## src/rtl/pong_defs.sv

```systemverilog
// ---------------------------------------------------------------------------
// pong_defs -- shared definitions for the pong round controller.
//
// Contents:
//   TICKS_WAIT_DEF  default number of tick pulses in the pre-serve wait
//                   (364 x 11 ms, roughly 4 s)
//   WIN_SCORE_DEF   default score that ends a game
//   SCORE_W         width of each player's score
//   round_state_e   round FSM state encoding, also driven out on the debug
//                   state port (IDLE=0, WAIT=1, SERVE=2, PLAY=3, OVER=4)
//   cnt_width()     counter width for a modulus, at least 1 bit
// ---------------------------------------------------------------------------
package pong_defs;

    localparam int TICKS_WAIT_DEF = 364;
    localparam int WIN_SCORE_DEF  = 7;
    localparam int SCORE_W        = 4;

    typedef enum logic [2:0] {
        ST_IDLE  = 3'd0,
        ST_WAIT  = 3'd1,
        ST_SERVE = 3'd2,
        ST_PLAY  = 3'd3,
        ST_OVER  = 3'd4
    } round_state_e;

    // ceil(log2(n)), but never zero bits so TICKS_WAIT = 1 still has a register.
    function automatic int cnt_width(input int n);
        return (n > 1) ? $clog2(n) : 1;
    endfunction

endpackage

```

## src/rtl/score_counter.sv

```systemverilog
// ---------------------------------------------------------------------------
// score_counter -- one player's score.
//
// Clears to zero, increments by one on request and saturates at WIN_SCORE so
// the score can never wrap.
//
// Ports:
//   clk_i    system clock, rising edge
//   rst_i    asynchronous active-high reset, forces the score to 0
//   clr_i    synchronous clear (new game); wins over inc_i
//   inc_i    add one point (ignored once WIN_SCORE is reached)
//   count_o  current score, unsigned
//   reach_o  1 when the next increment will make the score equal WIN_SCORE
// ---------------------------------------------------------------------------
module score_counter
    import pong_defs::*;
#(
    parameter int WIN_SCORE = WIN_SCORE_DEF
) (
    input  logic               clk_i,
    input  logic               rst_i,
    input  logic               clr_i,
    input  logic               inc_i,
    output logic [SCORE_W-1:0] count_o,
    output logic               reach_o
);

    localparam logic [SCORE_W-1:0] WIN  = SCORE_W'(WIN_SCORE);
    localparam logic [SCORE_W-1:0] LAST = SCORE_W'(WIN_SCORE - 1);

    logic [SCORE_W-1:0] count_q;
    logic [SCORE_W-1:0] count_d;

    always_comb begin
        count_d = count_q;
        if (clr_i) begin
            count_d = '0;
        end else if (inc_i && (count_q != WIN)) begin
            count_d = count_q + 1'b1;
        end
    end

    always_ff @(posedge clk_i or posedge rst_i) begin
        if (rst_i) begin
            count_q <= '0;
        end else begin
            count_q <= count_d;
        end
    end

    assign count_o = count_q;
    // Lets the FSM decide OVER in the same cycle as the scoring increment.
    assign reach_o = (count_q == LAST);

endmodule

```

## src/rtl/round_ctrl.sv

```systemverilog
// ---------------------------------------------------------------------------
// round_ctrl -- pong round sequencing: idle, pre-serve wait, serve, play and
// game over, plus both players' scores.
//
// The timebase tick comes from an external tick generator; this block only
// counts tick pulses.
//
// Ports:
//   CLOCK_50     50 MHz system clock, all state on its rising edge
//   reset        asynchronous active-high global reset
//   tick         one-cycle timebase pulse
//   start        one-cycle new-game request (honoured in IDLE/OVER only)
//   pause        level; freezes play and wait timing, blocks start
//   point_left   one-cycle pulse, left player scored
//   point_right  one-cycle pulse, right player scored
//   ball_en      ball motion enable (PLAY and not paused)
//   serve        one-cycle serve pulse (the SERVE state)
//   serve_dir    0 = serve toward right, 1 = toward left
//   score_left   left score
//   score_right  right score
//   game_over    high while in OVER
//   winner       0 = left, 1 = right; meaningful while game_over = 1
//   state        current FSM state encoding (debug/display)
// ---------------------------------------------------------------------------
module round_ctrl
    import pong_defs::*;
#(
    parameter int TICKS_WAIT = TICKS_WAIT_DEF,
    parameter int WIN_SCORE  = WIN_SCORE_DEF
) (
    input  logic               CLOCK_50,
    input  logic               reset,
    input  logic               tick,
    input  logic               start,
    input  logic               pause,
    input  logic               point_left,
    input  logic               point_right,
    output logic               ball_en,
    output logic               serve,
    output logic               serve_dir,
    output logic [SCORE_W-1:0] score_left,
    output logic [SCORE_W-1:0] score_right,
    output logic               game_over,
    output logic               winner,
    output logic [2:0]         state
);

    localparam int             CW       = cnt_width(TICKS_WAIT);
    localparam logic [CW-1:0]  CNT_LAST = CW'(TICKS_WAIT - 1);

    round_state_e  state_q, state_d;
    logic [CW-1:0] cnt_q, cnt_d;
    logic          dir_q, dir_d;
    logic          win_q, win_d;

    logic          clr_scores;
    logic          inc_left;
    logic          inc_right;
    logic          reach_left;
    logic          reach_right;

    // ---------------------------------------------------------------
    // State register (plus the datapath registers the FSM steers)
    // ---------------------------------------------------------------
    always_ff @(posedge CLOCK_50 or posedge reset) begin
        if (reset) begin
            state_q <= ST_IDLE;
            cnt_q   <= '0;
            dir_q   <= 1'b0;
            win_q   <= 1'b0;
        end else begin
            state_q <= state_d;
            cnt_q   <= cnt_d;
            dir_q   <= dir_d;
            win_q   <= win_d;
        end
    end

    // ---------------------------------------------------------------
    // Next-state logic
    // ---------------------------------------------------------------
    always_comb begin
        state_d    = state_q;
        cnt_d      = cnt_q;
        dir_d      = dir_q;
        win_d      = win_q;
        clr_scores = 1'b0;
        inc_left   = 1'b0;
        inc_right  = 1'b0;

        case (state_q)
            ST_IDLE, ST_OVER: begin
                if (start && !pause) begin
                    clr_scores = 1'b1;
                    cnt_d      = '0;
                    dir_d      = 1'b0;
                    state_d    = ST_WAIT;
                end
            end

            ST_WAIT: begin
                if (tick && !pause) begin
                    if (cnt_q == CNT_LAST) begin
                        cnt_d   = '0;
                        state_d = ST_SERVE;
                    end else begin
                        cnt_d = cnt_q + 1'b1;
                    end
                end
            end

            // Serve is a single-cycle state and is not held by pause.
            ST_SERVE: begin
                state_d = ST_PLAY;
            end

            ST_PLAY: begin
                if (!pause) begin
                    if (point_left && point_right) begin
                        // Simultaneous points cancel: replay the rally.
                        state_d = ST_WAIT;
                    end else if (point_left) begin
                        inc_left = 1'b1;
                        dir_d    = 1'b1;
                        if (reach_left) begin
                            win_d   = 1'b0;
                            state_d = ST_OVER;
                        end else begin
                            state_d = ST_WAIT;
                        end
                    end else if (point_right) begin
                        inc_right = 1'b1;
                        dir_d     = 1'b0;
                        if (reach_right) begin
                            win_d   = 1'b1;
                            state_d = ST_OVER;
                        end else begin
                            state_d = ST_WAIT;
                        end
                    end
                end
            end

            default: begin
                state_d = ST_IDLE;
            end
        endcase
    end

    // ---------------------------------------------------------------
    // Output decode
    // ---------------------------------------------------------------
    always_comb begin
        serve     = (state_q == ST_SERVE);
        ball_en   = (state_q == ST_PLAY) && !pause;
        game_over = (state_q == ST_OVER);
        state     = state_q;
    end

    assign serve_dir = dir_q;
    assign winner    = win_q;

    // ---------------------------------------------------------------
    // Score counters
    // ---------------------------------------------------------------
    score_counter #(
        .WIN_SCORE (WIN_SCORE)
    ) u_score_left (
        .clk_i   (CLOCK_50),
        .rst_i   (reset),
        .clr_i   (clr_scores),
        .inc_i   (inc_left),
        .count_o (score_left),
        .reach_o (reach_left)
    );

    score_counter #(
        .WIN_SCORE (WIN_SCORE)
    ) u_score_right (
        .clk_i   (CLOCK_50),
        .rst_i   (reset),
        .clr_i   (clr_scores),
        .inc_i   (inc_right),
        .count_o (score_right),
        .reach_o (reach_right)
    );

endmodule

```

## config.mk

```make
export PLATFORM = sky130hd
export DESIGN_NAME = round_ctrl
export DESIGN_NICKNAME = d
export VERILOG_FILES = /design/src/rtl/pong_defs.sv /design/src/rtl/score_counter.sv /design/src/rtl/round_ctrl.sv
export SDC_FILE = /design/constraint.sdc
export NUM_CORES = 1
export LEC_CHECK = 0
export BUFFER_PORTS_ARGS = -buffer_cell sky130_fd_sc_hd__buf_2
export CAP_MARGIN = 5
export CORE_MARGIN = 3
export CORE_UTILIZATION = 59
export CTS_BUF_LIST = sky130_fd_sc_hd__clkbuf_16
export CTS_CLUSTER_SIZE = 28
export DETAILED_ROUTE_END_ITERATION = 10
export GPL_TIMING_DRIVEN = 0
export PLACE_DENSITY_LB_ADDON = 0.12
export SYNTH_ARGS = -nofsm -noshare
export SYNTH_HDL_FRONTEND = slang
export SYNTH_SLANG_ARGS = --single-unit
```

## constraint.sdc

```tcl
create_clock -name CLOCK_50 -period 2.6 [get_ports CLOCK_50]
set_input_delay 0.26 -clock CLOCK_50 [delete_from_list [all_inputs] [get_ports CLOCK_50]]
set_output_delay 0.26 -clock CLOCK_50 [all_outputs]
set_load 0.01 [all_outputs]
```

==> flow_summary.json <==
{
  "fp.dieW_um": 53.77,
  "status": "complete, no violations",
  "peakVddDrop_mv": 0.6131,
  "tightest_slew_ns": 0.8296,
  "root_buffer": "clkbuf_16",
  "area_growth_pct": 18.12,
  "diodes": 0,
  "clk_latency_ns": 0.25,
  "portBuffers": 21,
  "setup_viol": 0,
  "stdcell_count": 195,
  "die_area_um2": 2891,
  "yosysSeqAreaShare_pct": 40.89,
  "multi_input_area_um2": 720.7,
  "m1WireLength_mm": 1.260,
  "synth_area_leaders": "dfrtp_1 41%, ha_1 4.6%, nor2_1 3.6%",
  "wire_per_inst_um": 14.73,
  "reg2reg_from": "state[0]",
  "drc_errors": 0,
  "criticalPathCategory": "flip-flop to flip-flop",
  "wl_met3_um": 165,
  "crit_path_top_delay_cell": "nor4_2",
  "drtIter0Drc": 38,
  "register_area_um2": 550.5,
  "numCtsBuffers": 3,
  "synthTopCellsByCount": "22 x dfrtp_1, 13 x nor2_1, 9 x a21oi_1, 9 x inv_1",
  "placementRows": 16,
  "path_max_fanout": 10,
  "top_layer_used": "met4",
  "syn-num-nets": 155,
  "h-tree-depth": 1,
  "syn_area_um2": 1346,
  "worstPathCellList": "buf_4, nor4_2, and2b_1, mux2_2",
  "pre_cts_slack_ns": 0.6392,
  "die_h_um": 53.77,
  "finalNetCount": 181,
  "grt_pass1_wl_mm": 5.023,
  "grt_pass1_vias": 1111,
  "viasPerCell": 6.072,
  "grt-ovfl-total": 0,
  "yosysMostFrequentCell": "dfrtp_1",
  "setup-tns-final_ns": 0,
  "synth-async-reset-ratio_pct": 100.0,
  "clock-sinks": 22,
  "power_uw": 1444,
  "cts_tree": "yes",
  "drt_wl_total_mm": 2.872,
  "min_path_type": "input pin to async pin",
  "period_share_pct": 75.63,
  "fin_crit_ns": 1.966,
  "io_pins": 23,
  "finalClockSkew_ns": 0.001255,
  "leakagePower_uw": 0.0007321,
  "required_ns": 2.74,
  "r2r_end": "u_score_right.count_o[3]",
  "crit_family": "simple AND/OR/NAND/NOR gates",
  "max_stage_delay_ns": 0.72,
  "dpl.cell_count": 191,
  "ant_nets": 0,
  "worstRegToRegCells": 4,
  "drtPass1Iterations": 4,
  "p_per_area_nw_per_um2": 907.9,
  "slew_headroom_pct": 44.63,
  "cp.arrival_ns": 2.11,
  "synthCells": 143,
  "dpl_cell_area_um2": 1485,
  "post_cts_buffers": 0,
  "synth-main-ff-cell": "dfrtp_1",
  "cts_hold_buf": 0,
  "cap_violations": 0,
  "place_congestion": 0.8819,
  "cts_buffer_depth": 2,
  "hpwlAfterDp_mm": 2.056,
  "rrSetupSlack_ns": 0.63,
  "grt_use_total_pct": 23.28,
  "slew_viol_final": 0,
  "hold_viol": 0,
  "path_clk_slew_ns": 0.06,
  "cts_resized": 0,
  "critPathBufInv": 1,
  "core_um2": 2062,
  "grt_max_degree": 23,
  "wl_met2_mm": 1.437,
  "fin_area_um2": 1590,
  "synth_area_per_cell_um2": 9.415,
  "filler_cell_count": 138,
  "num_vias": 1184,
  "synth_edf_count": 0,
  "initial_core_util_pct": 65.29,
  "fmax_mhz": 508.6,
  "yosysUniqueCellTypes": 41,
  "ys_ff_latch": 22,
  "setup_ws_ns": 0.6337,
  "yosys.area.top_type": "dfrtp_1",
  "synth_top_cell_area_share_pct": 40.89,
  "rsz0062_at_grt": "false",
  "antenna_found_initial": 0,
  "cp-end-kind": "flip-flop",
  "yosysWarnings": 0,
  "drive_above_1_share_pct": 22.62,
  "critPathLaunchType": "flip-flop"
}
-- stage by stage --
stage	hold slack (ns)	util [%]
floorplan	0.2492	-
global placement	0.4546	72.03
detailed placement	0.4745	72.03
CTS	0.2015	77.12
global route	0.2329	77.12
finish	0.1626	77.12
-- placed cells by master (no fill, tap or decap), types with 4 or more instances in the layout --
cell type	Yosys	routed
a21oi_1	9	9
buf_2	0	21
nand4_1	4	4
xnor2_1	4	4
o31ai_1	4	4
ha_1	5	5
inv_1	9	9
dfrtp_1	22	22
or4_1	4	4
nor2_1	13	13
o21ai_0	8	8
nand3b_1	5	5
nand2_1	8	8
nand3_1	6	6
-- power breakdown --
group	internal [uW]	switching, uW	total (uW)
logic	230	280	509
clock network	306	127	432
registers	419	82.9	502
total	955	489	1440
-- cell type report --
cell class                 count  share of cell area (%)
sequential                    22                   34.62
inverter                       9                   2.124
clock buffer                   3                   4.721
clock inverter                 1                   1.888
tap                           27                   2.124
multi-input combinational    107                   45.32
buffer                         5                   2.596
timing repair buffer          21                   6.609
-- sequential cells by signal, indices dropped and copies added (netlist names) --
signal / cells
cnt_q: 9
u_score_left.count_o: 4
u_score_right.count_o: 4
state: 3
serve_dir: 1
winner: 1
-- metal layers --
metal | GRT usage, % | up-vias
met2 | 39.92 | 44
met1 | 30.49 | 558
met3 | 1.662 | 2
met4 | 8.511 | 0
met5 | 0 | -
li1 | - | 580
-- kinds of logic (layout without fill, tap and decap cells) --
| group | after synthesis | count (layout) | synth area share (%) |
|---|---|---|---|
| xor gates and xnor gates | 4 | 4 | 2.602 |
| muxes | 5 | 5 | 3.996 |
| adders and majority gates | 5 | 5 | 4.647 |
| AOI/OAI and AO/OA | 33 | 33 | 15.71 |
| and+or+nand+nor | 60 | 60 | 26.58 |
| DFF | 22 | 22 | 40.89 |
| buffers and inverters | 14 | 39 | 5.575 |
-- worst max path at each step --
stage,start,end,slack [ns],depth (start not counted)
5_1_grt,state[0],u_score_right.count_o[3],0.44,4
6_report,state[0],u_score_right.count_o[3],0.63,4
3_5_place_dp,state[0],u_score_right.count_o[3],0.64,4
4_1_cts,state[0],u_score_right.count_o[3],0.63,4
2_1_floorplan,state[1],state[0],0.82,5
3_3_place_gp,state[0],u_score_right.count_o[3],0.69,4
No activity file was read; power rests on OpenSTA's default activity.
